[config.mk]
export PLATFORM = sky130hd
export DESIGN_NAME = block_serializer
export DESIGN_NICKNAME = d
export VERILOG_FILES = /design/src/rtl/serializer_pkg.sv /design/src/rtl/selec_t.sv /design/src/rtl/block_serializer.sv
export SDC_FILE = /design/constraint.sdc
export NUM_CORES = 1
export LEC_CHECK = 0
export BUFFER_PORTS_ARGS = -buffer_cell sky130_fd_sc_hd__buf_4
export CAP_MARGIN = 20
export CORE_MARGIN = 2
export CORE_UTILIZATION = 35
export DETAILED_ROUTE_END_ITERATION = 10
export PLACE_DENSITY_LB_ADDON = 0.08
export SLEW_MARGIN = 20
export SYNTH_ARGS = -nofsm -noshare
export SYNTH_HDL_FRONTEND = slang
export SYNTH_SLANG_ARGS = --single-unit
export TNS_END_PERCENT = 5
[constraint.sdc]
create_clock -name clk -period 6.9 [get_ports clk]
set_clock_uncertainty 0.2 [all_clocks]
set_input_delay 1.725 -clock clk [delete_from_list [all_inputs] [get_ports clk]]
set_output_delay 1.725 -clock clk [all_outputs]
set_load 0.05 [all_outputs]
[src/rtl/serializer_pkg.sv]
// Shared types and parameter checks for the block serializer.
// Latency: n/a (package only).
// Backpressure: n/a (package only).
package serializer_pkg;

  // IDLE: nothing held. SEND: a block is held and its words are being emitted.
  typedef enum logic {IDLE, SEND} ser_state_t;

  // Legal geometry: the block splits evenly into a power-of-two count of at
  // least two words, so the word index is a plain binary counter.
  function automatic bit widths_legal(input int in_w, input int out_w);
    int n;
    if (out_w <= 0 || in_w <= 0) return 1'b0;
    if ((in_w % out_w) != 0) return 1'b0;
    n = in_w / out_w;
    return (n >= 2) && ((n & (n - 1)) == 0);
  endfunction

endpackage

[src/rtl/selec_t.sv]
// Word-slice selector: picks word `index` out of a wide block.
// Latency: combinational, zero cycles.
// Backpressure: none; forced to zero while reset is high.
//
// Ports:
//   reset - forces word to 0 while high
//   data  - INPUT_WIDTH-bit block
//   index - word number, 0 = LSBs
//   word  - selected OUT_WIDTH-bit slice
module selec_t
  import serializer_pkg::*;
#(
  parameter int INPUT_WIDTH = 128,
  parameter int OUT_WIDTH   = 32,
  parameter int NUM_WORDS   = INPUT_WIDTH / OUT_WIDTH,
  parameter int IDX_W       = $clog2(NUM_WORDS)
) (
  input  logic                   reset,
  input  logic [INPUT_WIDTH-1:0] data,
  input  logic [IDX_W-1:0]       index,
  output logic [OUT_WIDTH-1:0]   word
);

  always_comb begin
    word = '0;
    if (!reset) begin
      for (int i = 0; i < NUM_WORDS; i++) begin
        if (index == IDX_W'(i)) begin
          word = data[i*OUT_WIDTH +: OUT_WIDTH];
        end
      end
    end
  end

endmodule

[src/rtl/block_serializer.sv]
// Streams a wide block out as OUT_WIDTH-bit words, word 0 (LSBs) first.
// Latency: word 0 one cycle after the input handshake; NUM_WORDS cycles/block.
// Backpressure: out_ready low stalls the current word; in_ready only opens
//   when idle or when the last word is taken, so blocks chain with no bubble.
//
// Ports:
//   clk, reset                      - clock, async active-high reset
//   in_data/in_valid/in_ready       - block input handshake
//   out_data/out_valid/out_ready    - word output handshake
//   out_index, out_last             - current word number, last-word flag
//   busy                            - a block is held
module block_serializer
  import serializer_pkg::*;
#(
  parameter int INPUT_WIDTH = 128,
  parameter int OUT_WIDTH   = 32,
  localparam int NUM_WORDS  = INPUT_WIDTH / OUT_WIDTH,
  localparam int IDX_W      = $clog2(NUM_WORDS)
) (
  input  logic                   clk,
  input  logic                   reset,
  input  logic [INPUT_WIDTH-1:0] in_data,
  input  logic                   in_valid,
  output logic                   in_ready,
  output logic [OUT_WIDTH-1:0]   out_data,
  output logic                   out_valid,
  input  logic                   out_ready,
  output logic [IDX_W-1:0]       out_index,
  output logic                   out_last,
  output logic                   busy
);

  if (!widths_legal(INPUT_WIDTH, OUT_WIDTH)) begin : g_bad_params
    $error("block_serializer: INPUT_WIDTH/OUT_WIDTH must be a power of two >= 2");
  end

  localparam logic [IDX_W-1:0] LAST_IDX = IDX_W'(NUM_WORDS - 1);

  ser_state_t             state_q, state_d;
  logic [IDX_W-1:0]       idx_q, idx_d;
  logic [INPUT_WIDTH-1:0] held_q, held_d;

  logic out_fire;
  logic in_fire;

  always_ff @(posedge clk or posedge reset) begin
    if (reset) begin
      state_q <= IDLE;
      idx_q   <= '0;
      held_q  <= '0;
    end else begin
      state_q <= state_d;
      idx_q   <= idx_d;
      held_q  <= held_d;
    end
  end

  always_comb begin
    out_valid = (state_q == SEND);
    busy      = (state_q == SEND);
    out_last  = out_valid && (idx_q == LAST_IDX);
    out_index = idx_q;
    out_fire  = out_valid && out_ready;
    // Ready opens on the cycle the last word leaves, which is what lets the
    // next block load without an idle cycle in between.
    in_ready  = !reset && ((state_q == IDLE) || (out_fire && out_last));
    in_fire   = in_valid && in_ready;

    state_d = state_q;
    idx_d   = idx_q;
    held_d  = held_q;

    if (out_fire) begin
      if (out_last) begin
        state_d = IDLE;
        idx_d   = '0;
      end else begin
        idx_d = idx_q + 1'b1;
      end
    end

    // A load overrides the end-of-block return to IDLE.
    if (in_fire) begin
      held_d  = in_data;
      idx_d   = '0;
      state_d = SEND;
    end
  end

  selec_t #(
    .INPUT_WIDTH(INPUT_WIDTH),
    .OUT_WIDTH  (OUT_WIDTH),
    .NUM_WORDS  (NUM_WORDS),
    .IDX_W      (IDX_W)
  ) u_sel (
    .reset(reset),
    .data (held_q),
    .index(idx_q),
    .word (out_data)
  );

endmodule

==> flow_metrics.env <==
export IMPL_status="finished clean"
export IMPL_drtPass1Iterations=4
export IMPL_die_area_sq_um=18270
export IMPL_vias=4279
export IMPL_cp_start_kind="input pin"
export IMPL_r2r_end="held_q[123]$_DFFE_PP0P_"
export IMPL_dp_hpwl_um=10530
export IMPL_placed_cells=837
export IMPL_nets=773
export IMPL_final_common_cell="buf_4"
export IMPL_fin_crit_sh_pct=75.64
export IMPL_cts_buffers=17
export IMPL_yosysSeqAreaShare_pct=54.45
export IMPL_critPathMaxStageDelay_ns=0.44
export IMPL_synth_area_sq_um=6021
export IMPL_post_drt_wl_per_cell_um=17.96
export IMPL_cts_sinks=131
export IMPL_hold_violations=0
export IMPL_worstMarginPinSlew_ns=1.063
export IMPL_timing_rr_start="out_index[0]$_DFFE_PP0P_"
export IMPL_cts_tree="yes"
export IMPL_rows=47
export IMPL_fin_cells=867
export IMPL_gp_congestion=0.7338
export IMPL_whs_endpoint="held_q[73]$_DFFE_PP0P_"
export IMPL_hp_start="held_q[73]$_DFFE_PP0P_"
export IMPL_setup_violations=0
export IMPL_arrival_ns=3.29
export IMPL_numPortBuffers=169
export IMPL_grt_pass1_vias=4589
export IMPL_worstSkewPairLatency_ns=0.42
export IMPL_rsz0062_at_grt="no"
export IMPL_dr_first_iter_drc_count=165
export IMPL_grt_first_pass_wirelength_um=24480
export IMPL_power_density_nw_per_um2=479.1
export IMPL_criticalPathCategory="in -> out"
export IMPL_layout_min_cycle_time_ns=5.219
export IMPL_cts_hold_buf=0
export IMPL_coreArea_sq_um=16700
export IMPL_path_buf_inv=3
export IMPL_syn_area_per_cell_sq_um=12.54
export IMPL_reg2reg_slack_ns=3.52
export IMPL_grt_max_degree=86
export IMPL_cts_root_buffer="clkbuf_16"
export IMPL_track_usage_pct=17.86
export IMPL_drv_cap=0
export IMPL_synthCells=480
export IMPL_ctsResizeCount=0
export IMPL_antenna_found_initial=0
export IMPL_hold_path_class="reg -> reg"
export IMPL_post_route_drc_count=0
export IMPL_htree_levels=4
export IMPL_fin_setup_tns_ns=0
export IMPL_ir_drop_mv=0.2569
export IMPL_crit_path_frequent_cell="buf_4"
export IMPL_grt_overflow_total=0
export IMPL_end_kind="output pin"
export IMPL_synth_cell_types=23
export IMPL_clock_path_buffers=2
export IMPL_p_leak_uw=0.003521
export IMPL_drt_total_wl_um=15570
export IMPL_crit_family="buffers and inverters"
export IMPL_start_util_pct=36.05
export IMPL_antenna_cells=0
export IMPL_fp_dieH_um=135.2
export IMPL_ios=170
export IMPL_maxSlewHeadroom_pct=29.08
export IMPL_mostFrequentLayoutCells="buf_4 (176), dfrtp_1 (131), mux2_1 (87)"
export IMPL_ys_ff_latch=131
export IMPL_whs_path_depth=1
export IMPL_required_ns=4.97
export IMPL_slew_viol_final=0
export IMPL_cp_slowest_cell="nor2_2"
export IMPL_drive_gt1_share_pct=38.79
export IMPL_fin_util_pct=47.74
export IMPL_postRouteAntennaNets=0
export IMPL_die_w_um=135.2
export IMPL_post_cts_setup_buffers=0
export IMPL_via_per_inst=4.935
export IMPL_area_growth_pct=32.42
export IMPL_fmax_mhz=191.6
export IMPL_yosys_warnings=0
export IMPL_path_cells="buf_4, nor2_2, buf_4, o21ai_0, o21ai_0, buf_4"
export IMPL_cp_max_fo=18
export IMPL_clkTransAtPathRegs_ns=0.06
export IMPL_r2r_cells=5
export IMPL_synthesis_nets=616
-- per-stage QoR --
step	setup slack, ns	hold slack (ns)	area [sq um]	total power, uW
6_report	1.681	0.2780	7973	3819
5_1_grt	1.517	0.2960	7973	4078
4_1_cts	1.664	0.2816	7958	3867
3_3_place_gp	1.719	0.2635	7413	2978
3_5_place_dp	1.719	0.2697	7413	3009
2_1_floorplan	1.292	0.2525	6021	2514
-- where the power goes --
part / switching, uW / internal [uW]
registers: 189 / 1160
clock network: 312 / 525
logic: 965 / 670
total: 1460 / 2350
-- layer usage --
layer / share of wire, % / GRT usage [%] / vias up / wire length (um)
li1: - / - / 2034 / -
met1: 45 / 24.14 / 2118 / 6985
met2: 47 / 27.02 / 112 / 7323
met3: 7.0 / 6.547 / 15 / 1089
met4: 1.1 / 5.208 / 0 / 168
met5: 0 / 0 / - / 0
-- synth_stat cells --
master,n,area (sq um)
a21boi_1,1,7.510
a21oi_1,1,5.000
a221oi_1,32,280.3
and2_1,1,6.260
buf_1,3,11.26
buf_2,7,35.03
buf_4,2,15.01
buf_6,9,101.4
clkbuf_1,18,67.56
dfrtp_1,131,3278
ha_1,4,50.05
inv_1,4,15.01
mux2_1,87,979.7
mux2_2,41,461.7
mux2i_1,1,10.01
nand2_1,34,127.6
nand3_1,1,5.000
nor2_1,4,15.01
nor2b_1,33,206.5
nor3b_2,1,12.51
o21ai_0,61,305.3
o22ai_1,3,18.77
or2_2,1,6.260
-- sequential cells by signal, summed over array words and instances, names as in the netlist --
name       count
held_q       128
busy           1
out_index      2
-- logic make-up after synthesis --
group	Yosys count	synth area share (%)
multiplexers	129	24.11
adder cells (fa/ha/maj)	4	0.8313
AO/OA/AOI/OAI	98	10.25
AND/OR/NAND/NOR	75	6.297
flip-flops	131	54.45
buffers and inverters	43	4.073
-- cell type report --
| type | instances | area (sq um) |
|---|---|---|
| inverters | 4 | 20.02 |
| clock buffers | 24 | 491.7 |
| well taps | 220 | 275.3 |
| repair buffers | 177 | 1336 |
| multi-input cells | 306 | 2519 |
| clock inverters | 5 | 52.55 |
| flip-flops and latches | 131 | 3278 |
| fillers | 1576 | 8728 |
-- worst max-delay path by stage --
stage	start	end	depth (start not counted)
2_1_floorplan	reset	busy$_DFFE_PP0P_	2
3_3_place_gp	reset	out_data[26]	6
3_5_place_dp	reset	out_data[9]	6
4_1_cts	out_index[0]$_DFFE_PP0P_	out_data[2]	6
5_1_grt	reset	out_data[4]	6
6_report	reset	out_data[4]	6
Power figures use the tool's default switching activity.
